## src/rtl/upg_pkg.sv

```systemverilog
// Shared definitions for the UART program loader: loader states, receiver
// states, reply bytes and the running-checksum helper.
package upg_pkg;

  typedef enum logic [2:0] {
    ST_IDLE = 3'd0,
    ST_LEN0 = 3'd1,
    ST_LEN1 = 3'd2,
    ST_DATA = 3'd3,
    ST_CSUM = 3'd4,
    ST_ACK  = 3'd5,
    ST_NAK  = 3'd6,
    ST_DONE = 3'd7
  } upg_state_e;

  localparam logic [1:0] RX_IDLE  = 2'd0;
  localparam logic [1:0] RX_START = 2'd1;
  localparam logic [1:0] RX_DATA  = 2'd2;
  localparam logic [1:0] RX_STOP  = 2'd3;

  localparam logic [7:0] UPG_ACK = 8'h06;
  localparam logic [7:0] UPG_NAK = 8'h15;

  function automatic logic [7:0] csum_add(input logic [7:0] acc, input logic [7:0] b);
    return acc + b;
  endfunction

endpackage

```

## src/rtl/upg_uart_rx.sv

```systemverilog
// 8N1 UART receiver: 2-flop synchroniser, mid-bit sampler with start-bit
// glitch rejection, one-cycle byte-valid and framing-error strobes.
module upg_uart_rx
  import upg_pkg::*;
#(
  parameter int DIV = 868
) (
  input  logic       clk_i,
  input  logic       rst_i,
  input  logic       rx_i,
  output logic       valid_o,
  output logic [7:0] byte_o,
  output logic       ferr_o
);

  localparam int CNT_W = $clog2(DIV);

  logic             sync1_q, sync2_q, prev_q;
  logic [1:0]       st_q, st_d;
  logic [CNT_W-1:0] cnt_q, cnt_d;
  logic [2:0]       bit_q, bit_d;
  logic [7:0]       sh_q, sh_d;
  logic             fall_s, tick_s, half_s, stop_s;

  assign fall_s  = prev_q & ~sync2_q;
  assign tick_s  = (cnt_q == CNT_W'(DIV - 1));
  assign half_s  = (cnt_q == CNT_W'(DIV / 2 - 1));
  assign stop_s  = (st_q == RX_STOP) && tick_s;
  // Strobes fire during the stop-sample cycle so the loader can register them directly.
  assign valid_o = stop_s & sync2_q;
  assign ferr_o  = stop_s & ~sync2_q;
  assign byte_o  = sh_q;

  // Synchroniser and edge-history flops; the line idles high.
  always_ff @(posedge clk_i) begin
    if (rst_i) begin
      sync1_q <= 1'b1;
      sync2_q <= 1'b1;
      prev_q  <= 1'b1;
    end else begin
      sync1_q <= rx_i;
      sync2_q <= sync1_q;
      prev_q  <= sync2_q;
    end
  end

  // Receiver sequencing: start check at half a bit, then one sample per bit.
  always_comb begin
    st_d  = st_q;
    cnt_d = cnt_q + CNT_W'(1);
    bit_d = bit_q;
    sh_d  = sh_q;
    case (st_q)
      RX_IDLE: begin
        cnt_d = CNT_W'(0);
        if (fall_s) st_d = RX_START;
        else        st_d = RX_IDLE;
      end
      RX_START: begin
        if (half_s) begin
          cnt_d = CNT_W'(0);
          bit_d = 3'd0;
          if (sync2_q) st_d = RX_IDLE;
          else         st_d = RX_DATA;
        end else begin
          st_d = RX_START;
        end
      end
      RX_DATA: begin
        if (tick_s) begin
          cnt_d = CNT_W'(0);
          sh_d  = {sync2_q, sh_q[7:1]};
          bit_d = bit_q + 3'd1;
          if (bit_q == 3'd7) st_d = RX_STOP;
          else               st_d = RX_DATA;
        end else begin
          st_d = RX_DATA;
        end
      end
      RX_STOP: begin
        // A new start edge coinciding with the stop sample is taken immediately.
        if (tick_s) begin
          cnt_d = CNT_W'(0);
          if (fall_s) st_d = RX_START;
          else        st_d = RX_IDLE;
        end else begin
          st_d = RX_STOP;
        end
      end
      default: begin
        st_d  = RX_IDLE;
        cnt_d = CNT_W'(0);
      end
    endcase
  end

  // Receiver state registers.
  always_ff @(posedge clk_i) begin
    if (rst_i) begin
      st_q  <= RX_IDLE;
      cnt_q <= CNT_W'(0);
      bit_q <= 3'd0;
      sh_q  <= 8'd0;
    end else begin
      st_q  <= st_d;
      cnt_q <= cnt_d;
      bit_q <= bit_d;
      sh_q  <= sh_d;
    end
  end

endmodule

```

## src/rtl/uart_prog_loader.sv

```systemverilog
// UART program loader: parses TGT/LEN/data/CSUM frames, writes little-endian
// words to the selected memory and answers with ACK or NAK on TX.
module uart_prog_loader
  import upg_pkg::*;
#(
  parameter int  DIV       = 868,
  parameter int  DATA_W    = 32,
  parameter int  ADDR_W    = 14,
  parameter int  N_TARGETS = 2,
  parameter int  TIMEOUT   = 1_000_000,
  localparam int SEL_W     = (N_TARGETS > 1) ? $clog2(N_TARGETS) : 1
) (
  input  logic              upg_clk_i,
  input  logic              upg_rst_i,
  input  logic              upg_rx_i,
  output logic              upg_tx_o,
  output logic              upg_wen_o,
  output logic [SEL_W-1:0]  upg_sel_o,
  output logic [ADDR_W-1:0] upg_adr_o,
  output logic [DATA_W-1:0] upg_dat_o,
  output logic              upg_busy_o,
  output logic              upg_done_o,
  output logic              upg_err_o
);

  localparam int          BPW       = DATA_W / 8;
  localparam int          BI_W      = (BPW > 1) ? $clog2(BPW) : 1;
  localparam int          CNT_W     = $clog2(DIV);
  localparam logic [32:0] MAX_WORDS = 33'd1 << ADDR_W;

  logic        rx_valid_s, rx_err_s;
  logic [7:0]  rx_byte_s;

  upg_state_e        state_q, state_d;
  logic [7:0]        tgt_q, tgt_d, csum_q, csum_d;
  logic [15:0]       len_q, len_d, wcnt_q, wcnt_d, len_full_s;
  logic [DATA_W-1:0] word_q, word_d, word_nx_s, dat_q, dat_d;
  logic [BI_W-1:0]   bidx_q, bidx_d;
  logic [31:0]       to_q, to_d;
  logic              wen_q, wen_d, err_q, err_d, done_q, done_d, busy_q, busy_d;
  logic [SEL_W-1:0]  sel_q, sel_d;
  logic [ADDR_W-1:0] adr_q, adr_d;
  logic              tx_q, tx_d, tx_run_q, tx_run_d;
  logic [8:0]        tx_sh_q, tx_sh_d;
  logic [CNT_W-1:0]  tx_cnt_q, tx_cnt_d;
  logic [3:0]        tx_bit_q, tx_bit_d;
  logic              waiting_s, abort_s, hdr_bad_s;

  upg_uart_rx #(.DIV(DIV)) u_rx (
    .clk_i   (upg_clk_i),
    .rst_i   (upg_rst_i),
    .rx_i    (upg_rx_i),
    .valid_o (rx_valid_s),
    .byte_o  (rx_byte_s),
    .ferr_o  (rx_err_s)
  );

  assign len_full_s = {rx_byte_s, len_q[7:0]};
  assign hdr_bad_s  = ({24'd0, tgt_q} >= 32'(N_TARGETS)) || ({17'd0, len_full_s} > MAX_WORDS);
  assign word_nx_s  = (word_q >> 8) | (DATA_W'(rx_byte_s) << (DATA_W - 8));
  assign waiting_s  = (state_q == ST_LEN0) || (state_q == ST_LEN1) ||
                      (state_q == ST_DATA) || (state_q == ST_CSUM);
  assign abort_s    = waiting_s && (rx_err_s || (to_q >= 32'(TIMEOUT)));

  // Loader FSM, word assembly and reply transmitter.
  always_comb begin
    state_d  = state_q;
    tgt_d    = tgt_q;
    csum_d   = csum_q;
    len_d    = len_q;
    wcnt_d   = wcnt_q;
    word_d   = word_q;
    bidx_d   = bidx_q;
    wen_d    = 1'b0;
    err_d    = 1'b0;
    sel_d    = sel_q;
    adr_d    = adr_q;
    dat_d    = dat_q;
    done_d   = done_q;
    tx_d     = tx_q;
    tx_run_d = tx_run_q;
    tx_sh_d  = tx_sh_q;
    tx_cnt_d = tx_cnt_q;
    tx_bit_d = tx_bit_q;
    if (waiting_s && !rx_valid_s) to_d = to_q + 32'd1;
    else                          to_d = 32'd0;

    if (abort_s) begin
      state_d = ST_NAK;
    end else begin
      case (state_q)
        ST_IDLE: begin
          if (rx_valid_s) begin
            tgt_d   = rx_byte_s;
            csum_d  = rx_byte_s;
            len_d   = 16'd0;
            wcnt_d  = 16'd0;
            bidx_d  = BI_W'(0);
            state_d = ST_LEN0;
          end else begin
            state_d = ST_IDLE;
          end
        end
        ST_LEN0: begin
          if (rx_valid_s) begin
            len_d   = {8'd0, rx_byte_s};
            csum_d  = csum_add(csum_q, rx_byte_s);
            state_d = ST_LEN1;
          end else begin
            state_d = ST_LEN0;
          end
        end
        ST_LEN1: begin
          if (rx_valid_s) begin
            len_d  = len_full_s;
            csum_d = csum_add(csum_q, rx_byte_s);
            if (hdr_bad_s)                 state_d = ST_NAK;
            else if (len_full_s == 16'd0)  state_d = ST_CSUM;
            else                           state_d = ST_DATA;
          end else begin
            state_d = ST_LEN1;
          end
        end
        ST_DATA: begin
          if (rx_valid_s) begin
            csum_d = csum_add(csum_q, rx_byte_s);
            word_d = word_nx_s;
            if (bidx_q == BI_W'(BPW - 1)) begin
              bidx_d = BI_W'(0);
              wen_d  = 1'b1;
              sel_d  = SEL_W'(tgt_q);
              adr_d  = ADDR_W'(wcnt_q);
              dat_d  = word_nx_s;
              wcnt_d = wcnt_q + 16'd1;
              if (wcnt_q == len_q - 16'd1) state_d = ST_CSUM;
              else                         state_d = ST_DATA;
            end else begin
              bidx_d = bidx_q + BI_W'(1);
            end
          end else begin
            state_d = ST_DATA;
          end
        end
        ST_CSUM: begin
          if (rx_valid_s) begin
            if (rx_byte_s == csum_q) state_d = ST_ACK;
            else                     state_d = ST_NAK;
          end else begin
            state_d = ST_CSUM;
          end
        end
        ST_ACK, ST_NAK: begin
          // The state is left exactly when the stop bit has been on the line for DIV cycles.
          if (!tx_run_q) begin
            tx_run_d = 1'b1;
            tx_d     = 1'b0;
            tx_sh_d  = {1'b1, (state_q == ST_ACK) ? UPG_ACK : UPG_NAK};
            tx_cnt_d = CNT_W'(0);
            tx_bit_d = 4'd0;
          end else if (tx_cnt_q == CNT_W'(DIV - 1)) begin
            tx_cnt_d = CNT_W'(0);
            if (tx_bit_q == 4'd9) begin
              tx_run_d = 1'b0;
              tx_d     = 1'b1;
              if (state_q == ST_ACK) begin
                state_d = ST_DONE;
                done_d  = 1'b1;
              end else begin
                state_d = ST_IDLE;
                err_d   = 1'b1;
              end
            end else begin
              tx_bit_d = tx_bit_q + 4'd1;
              tx_d     = tx_sh_q[0];
              tx_sh_d  = {1'b1, tx_sh_q[8:1]};
            end
          end else begin
            tx_cnt_d = tx_cnt_q + CNT_W'(1);
          end
        end
        ST_DONE: begin
          state_d = ST_DONE;
        end
        default: begin
          state_d = ST_IDLE;
        end
      endcase
    end
    busy_d = (state_d != ST_IDLE) && (state_d != ST_DONE);
  end

  // Loader and output registers.
  always_ff @(posedge upg_clk_i) begin
    if (upg_rst_i) begin
      state_q  <= ST_IDLE;
      tgt_q    <= 8'd0;
      csum_q   <= 8'd0;
      len_q    <= 16'd0;
      wcnt_q   <= 16'd0;
      word_q   <= DATA_W'(0);
      bidx_q   <= BI_W'(0);
      to_q     <= 32'd0;
      wen_q    <= 1'b0;
      err_q    <= 1'b0;
      done_q   <= 1'b0;
      busy_q   <= 1'b0;
      sel_q    <= SEL_W'(0);
      adr_q    <= ADDR_W'(0);
      dat_q    <= DATA_W'(0);
      tx_q     <= 1'b1;
      tx_run_q <= 1'b0;
      tx_sh_q  <= 9'h1FF;
      tx_cnt_q <= CNT_W'(0);
      tx_bit_q <= 4'd0;
    end else begin
      state_q  <= state_d;
      tgt_q    <= tgt_d;
      csum_q   <= csum_d;
      len_q    <= len_d;
      wcnt_q   <= wcnt_d;
      word_q   <= word_d;
      bidx_q   <= bidx_d;
      to_q     <= to_d;
      wen_q    <= wen_d;
      err_q    <= err_d;
      done_q   <= done_d;
      busy_q   <= busy_d;
      sel_q    <= sel_d;
      adr_q    <= adr_d;
      dat_q    <= dat_d;
      tx_q     <= tx_d;
      tx_run_q <= tx_run_d;
      tx_sh_q  <= tx_sh_d;
      tx_cnt_q <= tx_cnt_d;
      tx_bit_q <= tx_bit_d;
    end
  end

  assign upg_tx_o   = tx_q;
  assign upg_wen_o  = wen_q;
  assign upg_sel_o  = sel_q;
  assign upg_adr_o  = adr_q;
  assign upg_dat_o  = dat_q;
  assign upg_busy_o = busy_q;
  assign upg_done_o = done_q;
  assign upg_err_o  = err_q;

endmodule

```

## config.mk

```make
export PLATFORM = sky130hd
export DESIGN_NAME = uart_prog_loader
export DESIGN_NICKNAME = d
export VERILOG_FILES = /design/src/rtl/upg_pkg.sv /design/src/rtl/upg_uart_rx.sv /design/src/rtl/uart_prog_loader.sv
export SDC_FILE = /design/constraint.sdc
export NUM_CORES = 1
export LEC_CHECK = 0
export CORE_MARGIN = 3
export CORE_UTILIZATION = 57
export CTS_BUF_LIST = sky130_fd_sc_hd__clkbuf_16
export DETAILED_ROUTE_END_ITERATION = 8
export GPL_TIMING_DRIVEN = 0
export PLACE_DENSITY = 0.76
export SETUP_SLACK_MARGIN = 0.15
export SLEW_MARGIN = 15
export SYNTH_ARGS = -nofsm -noshare
export SYNTH_HDL_FRONTEND = slang
export SYNTH_SLANG_ARGS = --single-unit
export TNS_END_PERCENT = 20
```

## constraint.sdc

```tcl
create_clock -name upg_clk_i -period 4.7 [get_ports upg_clk_i]
set_clock_uncertainty 0.1 [all_clocks]
set_input_delay 1.41 -clock upg_clk_i [delete_from_list [all_inputs] [get_ports upg_clk_i]]
set_output_delay 1.41 -clock upg_clk_i [all_outputs]
set_load 0.1 [all_outputs]
```

-- After elaboration in Yosys (flattened, before gate mapping)
Index checks and enable logic that the tools add are counted.
W data, S select, Z words.
- register bits after elaboration: 219
- input bits: 3
- output and inout bits: 52
- word-level logic and storage cells: 182
- add/subtract/negate cells: 9
- magnitude comparators: 3
- equality and inequality tests: 29
- multiplexer cells: 60
- bitwise gates (word level): 14
- reductions and logical operators: 39
- operators with widths (cell ; count):
    $mux W16 ; 5
    $pmux W16 S3 ; 1
    $mux W3 ; 14
    $mux W10 ; 4
    $add A32 B1 Y32 const B ; 1
    $ge A32 B20 Y1 const B ; 1
    $or A24 B32 Y32 ; 1
    $pmux W16 S2 ; 1
    $pmux W10 S3 ; 1
    $mux W9 ; 3
    $pmux W3 S7 ; 1
    $add A10 B1 Y10 const B ; 2
    $eq A10 B10 Y1 const B ; 2
    $add A16 B1 Y16 const B ; 1
    $eq A16 B16 Y1 ; 1
    $gt A16 B15 Y1 const B ; 1
    $logic_not A16 Y1 ; 1
    $mux W2 ; 8
    $mux W8 ; 2
    $pmux W8 S2 ; 1
    $reduce_and A4 Y1 ; 4
    $sub A16 B1 Y16 const B ; 1
    $eq A3 B3 Y1 const B ; 5
    $reduce_and A5 Y1 ; 3
    37 further kinds ; 89

-- Longest topological paths before layout
- word-level depth: 9
- gate-level depth with buffers: 11
- gate-level depth less buffers: 11

-- Cells and area by module
From an unflattened synthesis, not the netlist that was laid out.
- cell total of the unflattened synthesis: 1168
- area, all modules: 9429.0 um^2
- modules (own cells, without submodules) (module ; times used ; cells an instance ; area an instance (um^2) ; sequential area each (um^2)):
    uart_prog_loader ; 1 ; 1036 ; 8276.7 ; 3683.5
    upg_uart_rx ; 1 ; 132 ; 1152.4 ; 520.5

-- Worst setup path before layout
Ideal clock, no wire load.
- path kind: reg-to-reg
- from: register len_q[0]
- to: register busy_q (netlist: upg_busy_o)
- setup time: 0.117 ns
- data arrival time: 2.634 ns
- data required time: 4.483 ns
- path slack: 1.849 ns
- stages on the path, launching flop included: 11
- path buffers: 0
- period minus slack after synthesis: 2.851 ns
- cell sequence: dfxtp_1 inv_1 ha_1 nor4b_2 and4_1 mux2i_1 nor2_1 or3_1 a2111oi_0 or2_2 o2bb2ai_1
- word-level cells in the longest chain between the ends: 9
- elaborated cells between the ends (all ways): 16
- classes of those cells: 1 x add/sub; 1 x order compare; 2 x eq/ne; 8 x mux; 4 x reduce/logical
- RTL lines (item ; line ; RTL):
    start, declared ; uart_prog_loader.sv:36 ; logic [15:0] len_q, len_d, wcnt_q, wcnt_d, len_full_s;
    start signal, assigned ; uart_prog_loader.sv:219 ; len_q <= len_d;
    $sub A16 B1 Y16 ; uart_prog_loader.sv:135 ; if (wcnt_q == len_q - 16'd1) state_d = ST_CSUM;
    $eq A16 B16 Y1 ; uart_prog_loader.sv:135 ;
    $mux W3 ; uart_prog_loader.sv:135 ;
    $mux W3 ; uart_prog_loader.sv:128 ; if (bidx_q == BI_W'(BPW - 1)) begin
    $mux W3 ; uart_prog_loader.sv:125 ; if (rx_valid_s) begin
    $pmux W3 S7 (*) ; uart_prog_loader.sv:91 ; case (state_q)
    $mux W3 (*) ; uart_prog_loader.sv:88 ; if (abort_s) begin
    $ne A3 B3 Y1 / $reduce_bool A3 Y1 (equally long branches) ; uart_prog_loader.sv:189 ; busy_d = (state_d != ST_IDLE) && (state_d != ST_DONE);
    $logic_and A1 B1 Y1 (*) ; uart_prog_loader.sv:189 ;
    end signal, assigned ; uart_prog_loader.sv:227 ; busy_q <= busy_d;
    end, declared ; uart_prog_loader.sv:40 ; logic wen_q, wen_d, err_q, err_d, done_q, done_d, busy_q, busy_d;
Every way passes the cells marked *; elsewhere a longest branch is shown, timed or not.
A chain may end at the register's enable or synchronous reset.

-- Worst setup path after layout
Same ends and word-level chain as after synthesis.

==> flow_summary_export.csv <==
group,metric,value,unit
timing,setup_viol,0,
clock_network,ctsHtreeMaxLevel,1,
power_and_ir_drop,power.sequential.fraction,52.6,%
clock_network,clock_path_buffers,3,
cells_and_area,mostFrequentLayoutCell,"sky130_fd_sc_hd__nand2_1",
cells_and_area,layout.nets,1285,
timing,rsz0062_at_grt,"false",
cells_and_area,n_antenna_cell,0,
timing,tns,0,ns
logic_synthesis,area_of_the_mapped_netlist,9460,um^2
logic_synthesis,synth-main-ff-cell,"sky130_fd_sc_hd__dfxtp_1",
cells_and_area,post_route_cells_drive_above_1_share,3.38,%
power_and_ir_drop,clock_power_share,46.2,%
cells_and_area,final_core_util,68.0,%
power_and_ir_drop,power.density,310,nW/um^2
power_and_ir_drop,vdd_ir_drop_max,0.000315,V
route,dr_wl_met2,10500,um
place,place_congestion,0.919,
clock_network,clock_tree.root_cell,"sky130_fd_sc_hd__clkbuf_16",
clock_network,cts_made_buffers,23,
route,dr_wl_met3,1510,um
timing,number_of_hold_violations_in_the_final_report,0,
worst_setup_path,critical_path_at,3.88,ns
logic_synthesis,ys_types,64,
worst_setup_path,worstPathMaxFanout,7,
die,die-width,135,um
cells_and_area,multi_input_comb_area,4920,um^2
worst_setup_path,crit_path_start_kind,"flip-flop",
route,antenna_left,0,
logic_synthesis,synth_enable_flop_cells,0,
die,die_h,135,um
logic_synthesis,asyncSetResetFlopFracSynth,0,%
cells_and_area,filler_cell_count,1352,
logic_synthesis,synthesis.area_per_instance,8.02,um^2
route,routed_wirelength,22800,um
clock_network,register_clock_pin_slew_on_the_reported_worst_setup_and_hold_paths,0.06,ns
worst_setup_path,critPathMaxStageDelay,0.77,ns
logic_synthesis,post_synthesis_cell_count,1179,
outcome,status,"complete, no violations",
route,drt-pass1-iter-count,6,
worst_setup_path,critical_path_required,4.97,ns
route,dr.first_iter.drc_count,811,
route,top_signal_layer_used,"met4",
clock_network,cts_tree,"done",
logic_synthesis,synth_seq_cells,210,
clock_network,post_cts_resize_count,0,
global_routing,first_global_vias,7840,
clock_network,postCtsSetupRepairBufs,0,
place,dpl.hpwl,15900,um
cells_and_area,mostFrequentLayoutCells,"sky130_fd_sc_hd__nand2_1 (229), sky130_fd_sc_hd__dfxtp_1 (210), sky130_fd_sc_hd__a21oi_1 (134)",
route,vias,8439,
logic_synthesis,syn_warnings,0,
power_and_ir_drop,power_switching,0.721,mW
cells_and_area,ff_latch_area,4200,um^2
timing,fin_crit_sh,76.6,%
power_and_ir_drop,cell_internal_pwr,2.67,mW
die,dieArea,18200,um^2
route,wl_per_cell,15.3,um
global_routing,grt_first_pass_wirelength,38100,um
cells_and_area,area_growth,15.4,%
timing,max_freq,278,MHz
global_routing,antenna_violations_before_repair,0,
die,core_region_area,16100,um^2
clock_network,cts.sinks,210,
route,vias_per_cell,5.67,
route,wirelength_met1,10300,um
die,core_rows,46,
die,initial_utilization,58.9,%
worst_setup_path,slowest_library_cell_on_the_worst_path,"sky130_fd_sc_hd__nor4b_2",
global_routing,grt_start_max_net_pins,13,
timing,final_number_of_max_transition_violations,0,
timing,fin_crit,3.60,ns
place,io_buffers,54,
logic_synthesis,yosysSeqAreaShare,44.5,%
job,max_cap_violations,0,
timing,worst_max_slew_margin_expressed_relative_to_the_limit,29.9,%
worst_setup_path,timing.setup.critical_path_class,"reg2reg",
logic_synthesis,synthesis.nets,1206,
die,boundaryPins,55,
worst_setup_path,endpoint_kind,"flip-flop",
global_routing,grt-ovfl-total,0,
power_and_ir_drop,power.combinational.fraction,1.2,%
timing,worst-slew-pin-transition,1.04,ns
global_routing,grtUsageTotal,24.9,%
worst_setup_path,timing.critical_path.cells,"inv_1 > ha_1 > nor4b_2 > and4_1 > mux2i_1 > nor2_1 > or3_1 > a2111oi_0 > or2_2 > o2bb2ai_1",
power_and_ir_drop,switching_share,21.3,%
route,drcViolationCount,0,
power_and_ir_drop,p_leak,3.72,nW
clock_network,holdBufCountCts,0,
hold_path,min-delay-path-class,"reg2reg",
clock_network,clock_latency,0.50,ns
-- cell type report --
type,count,area share (%)
sequential,210,38.5
buffer,65,2.33
clock buffer,23,5.27
timing repair buffer,54,4.95
tap,216,2.48
inverter,22,0.756
multi-input combinational,882,45.1
clock inverter,16,0.607
-- metal layers --
metal  vias to the layer above  GRT usage [%]
met5                         -              0
met3                        38           3.95
li1                       4226              -
met1                      3938           35.3
met4                         0           5.49
met2                       237           40.3
-- path summary, 6_finish.rpt --
check | start | endpoint | slack, ns | cells after the start
setup / recovery | len_q[0] | upg_busy_o | 1.10 | 10
hold / removal | u_rx.sync1_q | u_rx.sync2_q | 0.32 | 1
setup reg to reg | len_q[0] | upg_busy_o | 1.10 | 10
hold reg to reg | u_rx.sync1_q | u_rx.sync2_q | 0.32 | 1
-- power groups by stage --
stage          combinational, mW  clock [mW]  sequential, mW
6_report                  0.0405        1.57            1.78
2_1_floorplan             0.0232           0            1.82
4_1_cts                   0.0398        1.59            1.78
5_1_grt                   0.0433        1.65            1.78
3_3_place_gp              0.0395           0            1.82
3_5_place_dp              0.0399           0            1.82
-- synthesized netlist by cell type (2+ instances only) --
cell	instances	area (um^2)
sky130_fd_sc_hd__and2_0	2	12.5
sky130_fd_sc_hd__xnor2_1	32	280
sky130_fd_sc_hd__ha_1	23	288
sky130_fd_sc_hd__a21o_1	3	22.5
sky130_fd_sc_hd__nor4_1	13	81.3
sky130_fd_sc_hd__nor3b_1	6	45.0
sky130_fd_sc_hd__nand2_1	229	860
sky130_fd_sc_hd__nand3_1	58	290
sky130_fd_sc_hd__nand3b_1	4	30.0
sky130_fd_sc_hd__o31a_1	2	17.5
sky130_fd_sc_hd__nand4b_1	2	17.5
sky130_fd_sc_hd__a32oi_1	2	17.5
sky130_fd_sc_hd__o21bai_1	4	30.0
sky130_fd_sc_hd__o21ai_0	19	95.1
sky130_fd_sc_hd__a211oi_1	9	67.6
sky130_fd_sc_hd__and2_1	4	25.0
sky130_fd_sc_hd__nor2b_1	4	25.0
sky130_fd_sc_hd__clkbuf_1	60	225
sky130_fd_sc_hd__buf_1	2	7.51
sky130_fd_sc_hd__a211o_1	7	61.3
sky130_fd_sc_hd__o21ai_1	3	15.0
sky130_fd_sc_hd__and4_1	6	52.6
sky130_fd_sc_hd__nand4_1	15	93.8
sky130_fd_sc_hd__xor2_1	38	333
sky130_fd_sc_hd__or4_1	9	67.6
sky130_fd_sc_hd__dfxtp_1	210	4200
sky130_fd_sc_hd__or3_1	13	81.3
sky130_fd_sc_hd__o211ai_1	5	37.5
sky130_fd_sc_hd__and3_1	23	144
sky130_fd_sc_hd__inv_1	20	75.1
sky130_fd_sc_hd__a21oi_1	134	671
sky130_fd_sc_hd__mux2i_1	5	50.1
sky130_fd_sc_hd__buf_2	2	10.0
sky130_fd_sc_hd__nand2b_1	2	12.5
sky130_fd_sc_hd__a31oi_1	7	43.8
sky130_fd_sc_hd__a2111oi_0	4	35.0
sky130_fd_sc_hd__a22oi_1	5	37.5
sky130_fd_sc_hd__nand4bb_1	2	22.5
sky130_fd_sc_hd__nor2_1	121	454
sky130_fd_sc_hd__nor3_1	32	160
sky130_fd_sc_hd__or2_2	7	43.8
sky130_fd_sc_hd__clkinv_1	2	7.51
sky130_fd_sc_hd__o31ai_1	8	60.1
-- critical path: cells and delay by family, from the launching register on --
family / cells / cell delay (ns)
multiplexers: 1 / 0.27
AND/OR/NAND/NOR: 5 / 1.77
AO/OA/AOI/OAI: 2 / 0.61
buffers and inverters: 1 / 0.10
adder cells (fa/ha/maj): 1 / 0.27
flip-flops: 1 / 0.37
-- sequential cells by signal, indices dropped and copies added, names as in the netlist, 2 cells and up --
name,count
bidx_q,2
u_rx.cnt_q,10
u_rx.byte_o,8
word_q,24
upg_dat_o,32
tgt_q,8
upg_adr_o,14
tx_cnt_q,10
tx_sh_q,8
to_q,32
tx_bit_q,4
wcnt_q,16
state_q,3
u_rx.st_q,2
csum_q,8
u_rx.bit_q,3
len_q,16
-- stage by stage --
stage	cells	hold WS [ns]	setup slack [ns]	power (mW)	instance area, um^2
3_5_place_dp	1449	0.306	0.789	1.86	10300
2_1_floorplan	1179	0.289	1.85	1.84	9460
6_report	1488	0.317	1.10	3.39	10900
4_1_cts	1488	0.319	1.04	3.41	10900
5_1_grt	1488	0.337	0.754	3.48	10900
3_3_place_gp	1449	0.292	0.818	1.86	10300
-- cells by family (layout without fill, tap and decap cells) --
group,after synthesis,in the layout,synth area share (%)
buffers and inverters,87,180,3.56
AO/OA/AOI/OAI,222,222,14.0
flip-flops,210,210,44.5
multiplexers,5,5,0.529
XOR/XNOR,70,70,6.48
adder cells (fa/ha/maj),24,24,3.25
AND/OR/NAND/NOR,561,561,27.7
No activity file was read; power rests on OpenSTA's default activity.
